--- src/rtl/boxcar_disc.sv ---
// Boxcar running-sum accumulator fed by a delay line (newest/oldest sample pair),
// followed by a threshold discriminator with holdoff and low-side hysteresis.
module boxcar_disc #(
    parameter int P_NBITS_DATA = 14,
    parameter int P_NBITS_ADDR = 8,
    parameter int P_NBITS_SUM  = P_NBITS_DATA + P_NBITS_ADDR
) (
    input  logic                    clk,
    input  logic                    rst,
    input  logic [P_NBITS_DATA-1:0] qo,
    input  logic                    valid_qo,
    input  logic [P_NBITS_DATA-1:0] qn,
    input  logic                    valid_qn,
    input  logic [P_NBITS_SUM-1:0]  thresh,
    input  logic [P_NBITS_ADDR-1:0] holdoff,
    output logic [P_NBITS_SUM-1:0]  sum,
    output logic                    sum_valid,
    output logic                    full,
    output logic                    trig,
    output logic                    armed
);

    typedef enum logic {
        ACC_FILL,
        ACC_RUN
    } acc_state_t;

    typedef enum logic [1:0] {
        DISC_ARMED,
        DISC_HOLD,
        DISC_WAIT_LOW
    } disc_state_t;

    acc_state_t              acc_q, acc_d;
    logic [P_NBITS_SUM-1:0]  sum_q, sum_d;
    logic                    sum_valid_q, sum_valid_d;

    disc_state_t             disc_q, disc_d;
    logic [P_NBITS_ADDR-1:0] cnt_q, cnt_d;
    logic                    trig_q, trig_d;

    logic [P_NBITS_SUM-1:0]  qo_ext;
    logic [P_NBITS_SUM-1:0]  qn_ext;
    logic                    above;

    assign qo_ext = P_NBITS_SUM'(qo);
    assign qn_ext = P_NBITS_SUM'(qn);
    assign above  = (sum_q > thresh);

    // Accumulator: the window grows until the delay line reports qn valid,
    // then slides; losing qn while sliding means the delay line re-primed.
    always_comb begin
        acc_d       = acc_q;
        sum_d       = sum_q;
        sum_valid_d = 1'b0;
        if (valid_qo) begin
            sum_valid_d = 1'b1;
            if (valid_qn) begin
                sum_d = sum_q + qo_ext - qn_ext;
                acc_d = ACC_RUN;
            end else if (acc_q == ACC_RUN) begin
                sum_d = qo_ext;
                acc_d = ACC_FILL;
            end else begin
                sum_d = sum_q + qo_ext;
            end
        end
    end

    always_ff @(posedge clk or posedge rst) begin
        if (rst) begin
            acc_q       <= ACC_FILL;
            sum_q       <= '0;
            sum_valid_q <= 1'b0;
        end else begin
            acc_q       <= acc_d;
            sum_q       <= sum_d;
            sum_valid_q <= sum_valid_d;
        end
    end

    // Discriminator works on the registered sum; it only advances on sum updates
    // so idle input cycles freeze the holdoff count.
    always_comb begin
        disc_d = disc_q;
        cnt_d  = cnt_q;
        trig_d = 1'b0;
        if (acc_q != ACC_RUN) begin
            disc_d = DISC_ARMED;
            cnt_d  = '0;
        end else if (sum_valid_q) begin
            case (disc_q)
                DISC_ARMED: begin
                    if (above) begin
                        trig_d = 1'b1;
                        cnt_d  = holdoff;
                        disc_d = (holdoff != '0) ? DISC_HOLD : DISC_WAIT_LOW;
                    end
                end
                DISC_HOLD: begin
                    if (cnt_q <= P_NBITS_ADDR'(1)) begin
                        cnt_d  = '0;
                        disc_d = DISC_WAIT_LOW;
                    end else begin
                        cnt_d = cnt_q - P_NBITS_ADDR'(1);
                    end
                end
                DISC_WAIT_LOW: begin
                    if (!above) begin
                        disc_d = DISC_ARMED;
                    end
                end
                default: begin
                    disc_d = DISC_ARMED;
                    cnt_d  = '0;
                end
            endcase
        end
    end

    always_ff @(posedge clk or posedge rst) begin
        if (rst) begin
            disc_q <= DISC_ARMED;
            cnt_q  <= '0;
            trig_q <= 1'b0;
        end else begin
            disc_q <= disc_d;
            cnt_q  <= cnt_d;
            trig_q <= trig_d;
        end
    end

    assign sum       = sum_q;
    assign sum_valid = sum_valid_q;
    assign full      = (acc_q == ACC_RUN);
    assign trig      = trig_q;
    assign armed     = (disc_q == DISC_ARMED);

endmodule
--- config.mk ---
export PLATFORM = sky130hd
export DESIGN_NAME = boxcar_disc
export DESIGN_NICKNAME = d
export VERILOG_FILES = /design/src/rtl/boxcar_disc.sv
export SDC_FILE = /design/constraint.sdc
export NUM_CORES = 1
export LEC_CHECK = 0
export CORE_MARGIN = 3
export CORE_UTILIZATION = 54
export CTS_BUF_LIST = sky130_fd_sc_hd__clkbuf_4 sky130_fd_sc_hd__clkbuf_8
export CTS_CLUSTER_DIAMETER = 150
export CTS_CLUSTER_SIZE = 10
export DETAILED_ROUTE_END_ITERATION = 8
export GPL_TIMING_DRIVEN = 0
export HOLD_SLACK_MARGIN = 0.1
export PLACE_DENSITY = 0.83
export SKIP_CTS_REPAIR_TIMING = 1
export SLEW_MARGIN = 5
export SYNTH_ARGS = -nofsm -noshare
export SYNTH_HDL_FRONTEND = slang
export SYNTH_SLANG_ARGS = --single-unit
--- constraint.sdc ---
create_clock -name clk -period 5.9 [get_ports clk]
set_input_delay 1.18 -clock clk [delete_from_list [all_inputs] [get_ports clk]]
set_output_delay 1.18 -clock clk [all_outputs]
set_load 0.01 [all_outputs]
Word level (Yosys, flattened, before mapping)
Cells that the tools add are included.

cells by class
  $mul = 0
  reduce and logical (&&, ||, !) cells = 4
  div/mod/pow operators = 0
  $add $sub $neg = 3
  magnitude comparators = 2
  equal/unequal tests = 7
  bitwise gates (word level) = 0
  shift-type cells = 0
  muxes and demuxes = 20

operator list
  kind                   count
  $mux W22               2
  $mux W8                4
  $pmux W8 S3            1
  $add A22 B14 Y22       1
  $gt A22 B22 Y1         1
  $sub A22 B14 Y22       1
  $mux W2                6
  $le A8 B1 Y1 const B   1
  $reduce_bool A8 Y1     1
  $sub A8 B1 Y8 const B  1
  $mux W1                6
  $ne A3 B3 Y1 const B   2
  $pmux W2 S3            1
  $reduce_and A4 Y1      1
  $ne A3 B2 Y1 const B   1
  $reduce_and A3 Y1      1
  $eq A2 B1 Y1 const B   1
  $eq A2 B2 Y1 const B   1
  $logic_not A2 Y1       1
  $ne A2 B1 Y1 const B   1
  $ne A2 B2 Y1 const B   1

word-level totals
  latch bits = 0
  output and inout bits = 26
  input port bits = 62
  memories = 0
  word-level logic and storage cells = 42
  bits in registers = 35
  memory bits (read-only) = 0
  RAM bits = 0

Longest topological paths before layout
  depth in word-level cells = 6
  depth in mapped cells = 20
  gate-level depth less buffers = 20

Worst setup path before layout
OpenSTA, ideal clock, no wires.

  path kind = input port to flip-flop
  from = input port qo[0]
  to = register sum_q[21], in the netlist sum[21]
  arrival time = 4.807 ns
  required time = 5.776 ns
  stages = 18
  setup slack = 0.969 ns
  library setup time = 0.124 ns
  buffers on the path = 0
  path through = ha_1 -> inv_1 -> fa_1 -> nor2b_1 -> o2111a_1 -> nor3_1 -> or3_1 -> a31oi_1 -> nor2_1 -> ha_1 -> a21oi_1 -> o21ai_0 -> o41ai_2 -> o211ai_1 -> and3_1 -> nor4_2 -> a211oi_1 -> a211o_1

on the way
  word-level cells in the longest chain between the ends = 3
  elaborated cells between the ends (all ways) = 4
  classes of those cells = add/sub (2); mux (2)

ends and longest elaborated chain
  element                                       RTL line  RTL
  start, declared                               10        input logic [P_NBITS_DATA-1:0] qo,
  $add A22 B14 Y22 *                            59, 65
  $sub A22 B14 Y22 or $mux W22 (tied branches)  59, 61
  $mux W22 *                                    58        if (valid_qn) begin
  end signal, assigned                          77        sum_q <= sum_d;
  end, declared                                 35        logic [P_NBITS_SUM-1:0] sum_q, sum_d;

Mark *: on every way between the ends. The rest lies on a longest branch, timed or not.
A chain may end at the register's enable or synchronous reset.

Final worst setup path
  from = input port qo[0]
  to = register sum_q[18], in the netlist sum[18]

Same word-level chain as after synthesis.

==> run metrics <==
H-tree depth 2; critical path's slowest cell clkdlybuf4s50_1; hold depth 2; Syn Std Cell Area around 0.0043 mm^2; Slew Limit Headroom 48.00%; asr flop ratio synth between 90% and 100%; Worst Reg-to-Reg Cells 19; Post-layout nets 786; dpl cell area approximately 0.0053 mm^2; Avg Vias per Cell 6.123; setup violators final 0; Clock Sinks 35; Cell Chain, Critical Path clkdlybuf4s50_1 > ha_1 > inv_1 > fa_1 > nor2b_2 > o2111a_1 > nor3_1 > or3_1 > a31oi_2 > nor2_1 > ha_1 > a21oi_1 > o21ai_0 > a21o_1 > a31o_2 > a21oi_2 > o21bai_2 > nor2_1 > mux2_2 > a22o_1; CTS tree yes; crit end category flip-flop; min-delay src sum[6]$_DFFE_PP0P_; largest net degree at the start of global routing 36; Synth area leaders dfrtp_1 (20%), ha_1 (15%), a21oi_1 (6.8%); Min-Delay Path Class reg2reg; die extent in y 95.38 um; Synth top area share between 20% and 30%; dpl cells between 700 and 800; Leak roughly 0.0025 uW; Vias around 4700; reg2reg end sum[18]$_DFFE_PP0P_; IO buf count 86; worst hold path endpoint sum[6]$_DFFE_PP0P_; setup TNS 0 ns; Syn Nets 689; Yosys cell types 65; Peak VDD IR approximately 0.37 mV; Avg Cell Area, Syn between 7 and 8 um^2; vias in the first global route between 4000 and 5000; Final min period about 5.7 ns; grt ovf 0; Rows 31; fin worst setup slack between 0.2 and 0.25 ns; yosys warns 0; Top FF cell, synth dfrtp_1; Area Overhead vs Synth 26.31%; Reg-to-Reg Start sum[0]$_DFFE_PP0P_; pre-CTS WS -0.3303 ns; Hold Fails Final Rpt 0; DRT Wirelength roughly 14000 um; clock latency on the worst-skew pair 0.29 ns; post-synthesis sequential area ratio about a fifth; status finished clean; core area 0.007486 mm^2; non-filler cells, final 770; die area 0.009097 mm^2; layout cells sized above 1 about 5.8%; Max Fanout on Critical Path 6; FF-to-FF setup slack roughly 1.2 ns; total power after layout about 2800 uW; Detailed Place HPWL approximately 11000 um; largest area contributor in the netlist dfrtp_1; kind of critical path in2reg; maximum clock frequency about 180 MHz; Ports 88; initial antenna violation count 0; fin crit share between 90% and 100%; die span in x 95.38 um; worst-case clock buffer depth 2; Clock Tree Root clkbuf_8; DRT Pass-1 Iters 5; WP data arrival 5.87 ns; commonest non-fill, non-tap cell in the layout clkdlybuf4s50_1; All-Layer GR Usage 29.82%; Yosys reg bits 35; Antenna Cells 0; GPL Wtd Cong around 0.97; final slew viol count 0; CTS clk-pin slew, worst paths roughly 0.07 ns; starting DRC count in detailed routing around 340; Crit path largest cell delay 0.49 ns; Mapped Cells between 500 and 600; DRC 0; CP required 6.08 ns; max_cap viols 0; Num CTS Buffers 5; Starting Density 57.63%; post-route ant nets 0; worst-margin pin slew 0.7788 ns; Pwr per Cell Area just over 500 mW/mm^2; wire length per cell approximately 18 um; first-pass GRT wire length about 21000 um; EDFF count, synth 0; Setup Skew roughly 0.0034 ns; post-route cell area roughly 0.0054 mm^2; most frequent cells in the layout clkdlybuf4s50_1 (86), inv_1 (61), nand2_1 (60), a21oi_1 (58), ha_1 (52); CP startpoint kind primary input
[metal layers]
layer  part of all wire (%)  wire length, um  vias to the layer above  global-route usage [%]
li1                       -                -                     2251                       -
met3                    7.6             1037                       36                   3.552
met2                     47             6330                      228                   50.15
met5                      0                0                        -                       0
met4                    2.9              389                        0                   11.14
met1                     43             5839                     2200                   39.23
[worst max-delay path: cells and delay by family]
| family | cells | cell delay [ns] |
|---|---|---|
| buf+inv | 2 | 0.56 |
| compound gates | 9 | 1.88 |
| fa+ha+maj | 3 | 0.98 |
| simple gates | 5 | 0.92 |
| mux | 1 | 0.35 |
[synthesized netlist by cell type, types with 2 or more instances]
cell type	number
o31ai_1	7
nor2_1	41
nor3_1	12
a22oi_1	2
ha_1	52
or3_1	3
fa_1	2
buf_4	2
and2_1	4
o21bai_1	4
clkbuf_1	13
and3_1	7
a22o_1	3
and4_1	3
a21o_1	12
a31o_2	2
inv_1	62
nand4_1	10
nand2_1	60
o21ai_0	37
a211oi_1	5
o21ai_1	2
nor4_1	5
or2_2	2
o211ai_1	7
a21oi_1	59
o221ai_1	2
nand3_1	10
nand3b_1	2
nand2b_1	8
dfrtp_1	35
o21a_1	14
mux2_2	3
xnor2_1	17
a211o_1	2
a31oi_1	5
o32ai_1	4
o2111a_1	2
o22ai_1	3
xor2_1	5
mux2i_1	13
nor2b_1	7
[cell families (layout without fill, tap and decap cells)]
group                      count (synthesis)  after routing  synth area share [%]
DFF                                       35             35                 20.30
adders and majority gates                 54             54                 16.01
xor gates and xnor gates                  22             22                 4.466
buffers and inverters                     81            179                 7.424
muxes                                     17             17                 4.118
and+or+nand+nor                          180            180                 20.30
AOI/OAI and AO/OA                        184            184                 27.38
[per-stage QoR]
stage                     hold WS, ns  util (%)
after global placement         0.5431     70.78
after global routing           0.5940     72.79
after floorplan                0.5159         -
after detailed placement       0.5590     70.78
final                          0.5864     72.79
after CTS                      0.5766     72.17
[flip-flops by register name (all words and copies together) (netlist names)]
register   count
sum_valid      1
sum           22
trig           1
disc_q         2
full           1
cnt_q          8
[final cells by class]
class / instances / area, um^2
plain buffers: 18 / 83.83
clock buffers: 8 / 103.9
fillers: 606 / 2037
inverters: 63 / 236.5
multi-input cells: 457 / 3134
flip-flops and latches: 35 / 875.8
well taps: 99 / 123.9
repair buffers: 90 / 890.9
[power by group]
part	leakage (uW)	internal (uW)	switching, uW
combinational	0.00201	984	1180
clock	0.0000549	111	91.2
sequential	0.000434	315	142
total	0.00250	1410	1410
[worst max path at each step]
stage	cells past startpoint	from	end
6_report	20	qo[0]	sum[18]$_DFFE_PP0P_
5_1_grt	22	qo[0]	sum[21]$_DFFE_PP0P_
4_1_cts	19	qo[0]	sum[21]$_DFFE_PP0P_
3_5_place_dp	19	qo[0]	sum[21]$_DFFE_PP0P_
3_3_place_gp	19	qo[0]	sum[21]$_DFFE_PP0P_
2_1_floorplan	18	qo[0]	sum[21]$_DFFE_PP0P_
No activity file was read; power rests on OpenSTA's default activity.
